<file path="src/rtl/scan_hex_pkg.sv">
// Shared types and constants for the scan_hex UART text parser.
package scan_hex_pkg;

    localparam int unsigned DATA_W = 32;
    localparam int unsigned CHAR_W = 8;
    localparam int unsigned NIB_W  = 4;
    localparam int unsigned CNT_W  = 4;

    localparam logic [CNT_W-1:0]  DIGIT_MAX     = CNT_W'(8);
    localparam logic [CHAR_W-1:0] CH_CR         = 8'h0D;
    localparam logic [CHAR_W-1:0] CH_SPACE      = 8'h20;
    localparam logic [CHAR_W-1:0] CH_UNDERSCORE = 8'h5F;
    localparam logic [CHAR_W-1:0] CH_BACKSPACE  = 8'h08;

    typedef enum logic [1:0] {
        ST_IDLE = 2'd0,
        ST_GET  = 2'd1,
        ST_ACK  = 2'd2
    } state_t;

    typedef struct packed {
        logic             is_hex;
        logic [NIB_W-1:0] nibble;
    } hex_char_t;

endpackage

</file>
<file path="src/rtl/scan_hex_c2h.sv">
// ASCII character to hex nibble decoder; accepts 0-9, A-F and a-f.
module scan_hex_c2h
    import scan_hex_pkg::*;
(
    input  logic [CHAR_W-1:0] ch,
    output hex_char_t         hex_c
);

    always_comb begin
        hex_c = '0;
        if (ch >= 8'h30 && ch <= 8'h39) begin
            hex_c.is_hex = 1'b1;
            hex_c.nibble = NIB_W'(ch - 8'h30);
        end else if (ch >= 8'h41 && ch <= 8'h46) begin
            hex_c.is_hex = 1'b1;
            hex_c.nibble = NIB_W'(ch - 8'h37);
        end else if (ch >= 8'h61 && ch <= 8'h66) begin
            hex_c.is_hex = 1'b1;
            hex_c.nibble = NIB_W'(ch - 8'h57);
        end
    end

endmodule

</file>
<file path="src/rtl/scan_hex.sv">
// Request-driven parser of UART characters into a raw byte or a hex word,
// returned on din_rx/err_rx with a one-cycle ack_rx pulse.
module scan_hex
    import scan_hex_pkg::*;
(
    input  logic              clk,
    input  logic              rst,
    input  logic [CHAR_W-1:0] d_rx,
    input  logic              vld_rx,
    output logic              rdy_rx,
    input  logic              type_rx,
    input  logic              req_rx,
    output logic [DATA_W-1:0] din_rx,
    output logic              ack_rx,
    output logic              err_rx
);

    state_t            state_q, state_nxt;
    logic [DATA_W-1:0] acc_q, acc_nxt;
    logic [CNT_W-1:0]  cnt_q, cnt_nxt;
    logic              err_q, err_nxt;
    logic              mode_q, mode_nxt;
    logic              req_d;
    logic [DATA_W-1:0] din_nxt;
    logic              err_out_nxt;
    logic              xfer;
    hex_char_t         hex_c;

    scan_hex_c2h u_c2h (
        .ch    (d_rx),
        .hex_c (hex_c)
    );

    assign xfer = vld_rx && rdy_rx;

    // State, accumulator and result registers
    always_ff @(posedge clk or posedge rst) begin
        if (rst) begin
            state_q <= ST_IDLE;
            acc_q   <= '0;
            cnt_q   <= '0;
            err_q   <= 1'b0;
            mode_q  <= 1'b0;
            req_d   <= 1'b0;
            din_rx  <= '0;
            err_rx  <= 1'b0;
            rdy_rx  <= 1'b0;
            ack_rx  <= 1'b0;
        end else begin
            state_q <= state_nxt;
            acc_q   <= acc_nxt;
            cnt_q   <= cnt_nxt;
            err_q   <= err_nxt;
            mode_q  <= mode_nxt;
            req_d   <= req_rx;
            din_rx  <= din_nxt;
            err_rx  <= err_out_nxt;
            rdy_rx  <= (state_nxt == ST_GET);
            ack_rx  <= (state_nxt == ST_ACK);
        end
    end

    // Next-state and character handling
    always_comb begin
        state_nxt   = state_q;
        acc_nxt     = acc_q;
        cnt_nxt     = cnt_q;
        err_nxt     = err_q;
        mode_nxt    = mode_q;
        din_nxt     = din_rx;
        err_out_nxt = err_rx;
        case (state_q)
            ST_IDLE: begin
                if (req_rx && !req_d) begin
                    state_nxt = ST_GET;
                    acc_nxt   = '0;
                    cnt_nxt   = '0;
                    err_nxt   = 1'b0;
                    mode_nxt  = type_rx;
                end
            end
            ST_GET: begin
                if (!req_rx) begin
                    state_nxt = ST_IDLE;
                end else if (xfer) begin
                    if (!mode_q) begin
                        din_nxt     = {(DATA_W-CHAR_W)'(0), d_rx};
                        err_out_nxt = 1'b0;
                        state_nxt   = ST_ACK;
                    end else if (hex_c.is_hex) begin
                        if (cnt_q < DIGIT_MAX) begin
                            acc_nxt = {acc_q[DATA_W-NIB_W-1:0], hex_c.nibble};
                            cnt_nxt = cnt_q + CNT_W'(1);
                        end else begin
                            err_nxt = 1'b1;
                        end
                    end else if (d_rx == CH_UNDERSCORE) begin
                        err_nxt = err_q;
                    end else if (d_rx == CH_SPACE) begin
                        if (cnt_q != '0) begin
                            din_nxt     = acc_q;
                            err_out_nxt = err_q;
                            state_nxt   = ST_ACK;
                        end
                    end else if (d_rx == CH_CR) begin
                        din_nxt     = (cnt_q == '0) ? '0 : acc_q;
                        err_out_nxt = err_q || (cnt_q == '0);
                        state_nxt   = ST_ACK;
                    end else if (d_rx == CH_BACKSPACE) begin
                        if (cnt_q != '0) begin
                            acc_nxt = {NIB_W'(0), acc_q[DATA_W-1:NIB_W]};
                            cnt_nxt = cnt_q - CNT_W'(1);
                        end
                    end else begin
                        err_nxt = 1'b1;
                    end
                end
            end
            ST_ACK:  state_nxt = ST_IDLE;
            default: state_nxt = ST_IDLE;
        endcase
    end

endmodule
</file>
<file path="config.mk">
export PLATFORM = sky130hd
export DESIGN_NAME = scan_hex
export DESIGN_NICKNAME = d
export VERILOG_FILES = /design/src/rtl/scan_hex_pkg.sv /design/src/rtl/scan_hex_c2h.sv /design/src/rtl/scan_hex.sv
export SDC_FILE = /design/constraint.sdc
export NUM_CORES = 1
export LEC_CHECK = 0
export ABC_AREA = 1
export ABC_CLOCK_PERIOD_IN_PS = 3100
export CAP_MARGIN = 20
export CORE_MARGIN = 2
export CORE_UTILIZATION = 45
export CTS_CLUSTER_SIZE = 10
export DETAILED_ROUTE_END_ITERATION = 16
export PLACE_DENSITY = 0.68
export SYNTH_ARGS = -nofsm -noshare
export SYNTH_HDL_FRONTEND = slang
export SYNTH_HIERARCHICAL = 1
export SYNTH_SLANG_ARGS = --single-unit
</file>
<file path="constraint.sdc">
create_clock -name clk -period 3.1 [get_ports clk]
set_input_delay 0.62 -clock clk [delete_from_list [all_inputs] [get_ports clk]]
set_output_delay 0.62 -clock clk [all_outputs]
set_load 0.01 [all_outputs]
</file>
Word level (Yosys, flattened, before mapping):

Index checks and enable logic that the tools add are counted.

* input port bits: 13
* word-level logic and storage cells: 121
* flip-flop bits (word level): 76
* output and inout port bits: 35

* equal/unequal tests: 23
* add/subtract/negate cells: 5
* muxes and demuxes: 61
* reductions and logical operators: 15
* magnitude comparators: 7

Operators with widths (number)
* 2-to-1 mux 32 bit: 18
* case mux 32 bit (2 select lines): 1
* 2-to-1 mux 4 bit: 11
* inequality test 3 bit, second input constant: 8
* 2-to-1 mux 2 bit: 9
* equality test 8 x 4 -> 1 bit, second input constant: 2
* >= comparator 8 x 7 -> 1 bit, second input constant: 2
* less-or-equal comparator 8 x 7 -> 1 bit, second input constant: 2
* 2-to-1 mux 1 bit: 16
* 2-to-1 mux 5 bit: 3
* inequality test 2 bit, second input constant: 6
* AND reduction 11 bit: 1
* AND reduction 10 bit: 1
* equality test 8 x 6 -> 1 bit, second input constant: 1
* equality test 8 x 7 -> 1 bit, second input constant: 1
* >= comparator 8 x 6 -> 1 bit, second input constant: 1
* less-or-equal comparator 8 x 6 -> 1 bit, second input constant: 1
* case mux 4 bit (2 select lines): 1
* subtractor 4 x 1 -> 4 bit, second input constant: 2
* subtractor 4 x 3 -> 4 bit, second input constant: 2
* AND reduction 7 bit: 1
* logical AND 1 bit: 5
* adder 4 x 1 -> 4 bit, second input constant: 1
* equality test 2 x 1 -> 1 bit, second input constant: 2
* 13 further kinds: 13

Logic depth before layout (Yosys ltp):

* word-level depth: 11
* depth in mapped cells: 15
* mapped depth without buffers: 15

Cells and area by module:

The synthesis kept the hierarchy.

Modules (own cells, without submodules)
* scan_hex: area an instance 4150.2 sq um, sequential area each 1901.8 sq um, instances 1, cells an instance 543
* scan_hex_c2h: area an instance 192.7 sq um, sequential area each 0.0 sq um, instances 1, cells an instance 38

Worst setup path after synthesis:

No wires, ideal clock.

* path kind: input port to flip-flop
* from: input port d_rx[0]
* to: register cnt_q[0]
* required time: 2.983 ns
* path buffers: 1
* library setup time: 0.117 ns
* stages: 14
* data arrival time: 2.115 ns
* setup slack: 0.868 ns
* cell sequence: inv_1 -> ha_1 -> nand2_2 -> nand3_1 -> nand2_2 -> nand2_2 -> ha_1 -> inv_1 -> nor2_1 -> a21oi_4 -> nand3_4 -> buf_6 -> nand2_1 -> nand2_1

RTL lines
* start, declared: line scan_hex.sv:8 `input logic [CHAR_W-1:0] d_rx,`
* end signal, assigned: line scan_hex.sv:52 `cnt_q <= cnt_nxt;`
* end, declared: line scan_hex.sv:20 `logic [CNT_W-1:0] cnt_q, cnt_nxt;`

==> metrics.yaml <==
timing:
  skew_ns: 0.0180
  hold_violations: 0
  slew_headroom: 0.719
  finalSetupTns_ns: 0
  rsz0062_at_grt: "no"
  timing.final.crit_share: 0.883
  drv_slew: 0
  setup_violations: 0
  fin_crit_ns: 2.74
  tightest_slew_ns: 0.421
  fmax_mhz: 365
logic_synthesis:
  synth_commonest_cells: "nand2_1, dfrtp_1, nand3_1"
  synth_cells: 581
  synth_top_cell_by_area: "dfrtp_1"
  synthTopCellsByArea: "dfrtp_1, nand2_1, nand3_1"
  synth_edf_count: 0
  synth_area_um2: 4340
  synth.avg_cell_area_um2: 7.47
  synthArstFlopShare: 1.00
  synth_top_area_frac: 0.438
  ys_seq_elements: 76
  ys_types: 29
  seq_area_frac_synth: 0.438
  synth_fp_nets: 602
  yosysMostFrequentCell: "nand2_1"
  yosys_warnings: 6
  ys.flop_type: "dfrtp_1"
floorplan:
  num_rows: 35
  dieWidth_um: 102
  coreArea_um2: 9280
  start_util: 0.468
  ios: 48
  die_height_um: 102
  dieArea_um2: 10500
hold_path:
  min_path_cells: 2
  min_path_type: "register to register"
power:
  ir_worst_vdd_v: 0.000225
  p_total_w: 0.00258
  p_leak_nw: 2.69
  power.density_nw_per_um2: 504
placed_design:
  dpl.hpwl_um: 6860
  gp_congestion: 0.865
  numPortBuffers: 47
  placed_area_um2: 4900
global_routing:
  grt_pass1_vias: 3579
  grtUsageTotal: 0.213
  grt_max_degree: 77
  grt_overflow: 0
  grt_pass1_wl_um: 17700
  antenna_found_initial: 0
clocking:
  cts_sinks: 76
  htreeDepth: 3
  cts_resized: 0
  cts_tree: "built"
  clkSlewWorstSetupHoldPaths_ns: 0.08
  cts_made_buffers: 9
  cts_root_buffer: "clkbuf_8"
  clock_path_buffers: 2
  insertion_delay_ns: 0.36
  post_cts_buffers: 0
  postCtsHoldBufs: 0
drt:
  first_pass_iters: 5
  first_iter_violations: 300
  ant_nets: 0
  wirelength_um: 10100
  wl_per_cell_um: 13.5
  drc: 0
  viasPerCell: 5.13
  vias: 3849
finish:
  syn2layout_area_growth_pct: 17.9
  final_area_um2: 5120
  fill_cells: 906
  final_nets: 637
  n_antenna_cell: 0
  drive_above_1_share: 0.0870
  final_util: 0.551
run:
  cap_violations: 0
setup_path:
  end_kind: "register"
  cp.required_ns: 3.33
  reg2regPathDepth: 6
  critPathKind: "input port to register"
  cp_max_fo: 36
  arrival_ns: 2.97
  start_kind: "input port"
run_status:
  status: "finished clean"
layer usage:
metal | share of wire | wire length (µm) | global-route usage
met1 | 0.49 | 4980 | 0.314
met2 | 0.45 | 4550 | 0.321
met3 | 0.051 | 517 | 0.0458
met4 | 0.0080 | 81 | 0.0533
met5 | 0 | 0 | 0
worst paths after layout:
path	startpoint	to	slack [ns]
setup / recovery	d_rx[0]	acc_q[5]$_DFFE_PP0P_	0.36
hold / removal	din_rx[7]$_DFFE_PP0P_	din_rx[7]$_DFFE_PP0P_	0.47
setup reg to reg	mode_q$_DFFE_PP0P_	acc_q[5]$_DFFE_PP0P_	1.17
hold reg to reg	din_rx[7]$_DFFE_PP0P_	din_rx[7]$_DFFE_PP0P_	0.47
max in group asynchronous	rst	cnt_q[3]$_DFFE_PP0P_	2.11
min in group asynchronous	rst	din_rx[23]$_DFFE_PP0P_	0.66
final cells by class:
| class | count | area [µm²] | area share |
|---|---|---|---|
| Multi-Input combinational cell | 409 | 1990 | 0.389 |
| Sequential cell | 76 | 1900 | 0.372 |
| Timing Repair Buffer | 61 | 626 | 0.122 |
| Inverter | 59 | 224 | 0.0438 |
| Tap cell | 129 | 161 | 0.0315 |
| Clock buffer | 10 | 128 | 0.0249 |
| Clock inverter | 6 | 86.3 | 0.0169 |
sequential cells by signal, summed over array words and instances, names as in the netlist:
signal   count
err_q        1
state_q      2
req_d        1
cnt_q        4
err_rx       1
rdy_rx       1
din_rx      32
acc_q       32
mode_q       1
ack_rx       1
per-stage QoR:
stage / hold slack (ns) / setup WS [ns] / std cells
6_report: 0.474 / 0.363 / 750
5_1_grt: 0.493 / 0.134 / 750
4_1_cts: 0.478 / 0.404 / 750
3_5_place_dp: 0.458 / 0.0299 / 734
3_3_place_gp: 0.455 / 0.148 / 734
2_1_floorplan: 0.456 / 0.542 / 581
cells in the final DEF, fill, tap and decap left out, types with 10 or more instances in the layout:
master,n
nand2_1,199
dfrtp_1,76
nand3_1,59
inv_1,49
clkdlybuf4s50_1,47
nand4_1,36
nor2_1,28
and3_1,24
o22ai_1,16
o21ai_0,13
buf_4,10
worst max-delay path, stage by stage:
cell and delay (ns):
clkdlybuf4s50_1 0.51, inv_1 0.09, ha_1 0.22, nand2_2 0.09, nand3_1 0.09, nand2_2 0.14
nand2_2 0.12, ha_1 0.20, inv_1 0.05, nor2_1 0.06, a21oi_4 0.18, nand3_4 0.37
nand2_1 0.17, nand2_1 0.07
kinds of logic after synthesis:
group / share of synthesized area
adder cells (fa/ha/maj): 0.0248
flip-flops: 0.438
AND/OR/NAND/NOR: 0.378
buffers and inverters: 0.103
XOR/XNOR: 0.00202
AO/OA/AOI/OAI: 0.0542
power by group:
part           switching (W)  total [W]  internal, W
Sequential         0.0000420    0.00109      0.00105
Combinational       0.000435   0.000661     0.000227
Clock               0.000371   0.000825     0.000453
Total               0.000848    0.00258      0.00173
(Power assumes the default switching activity.)
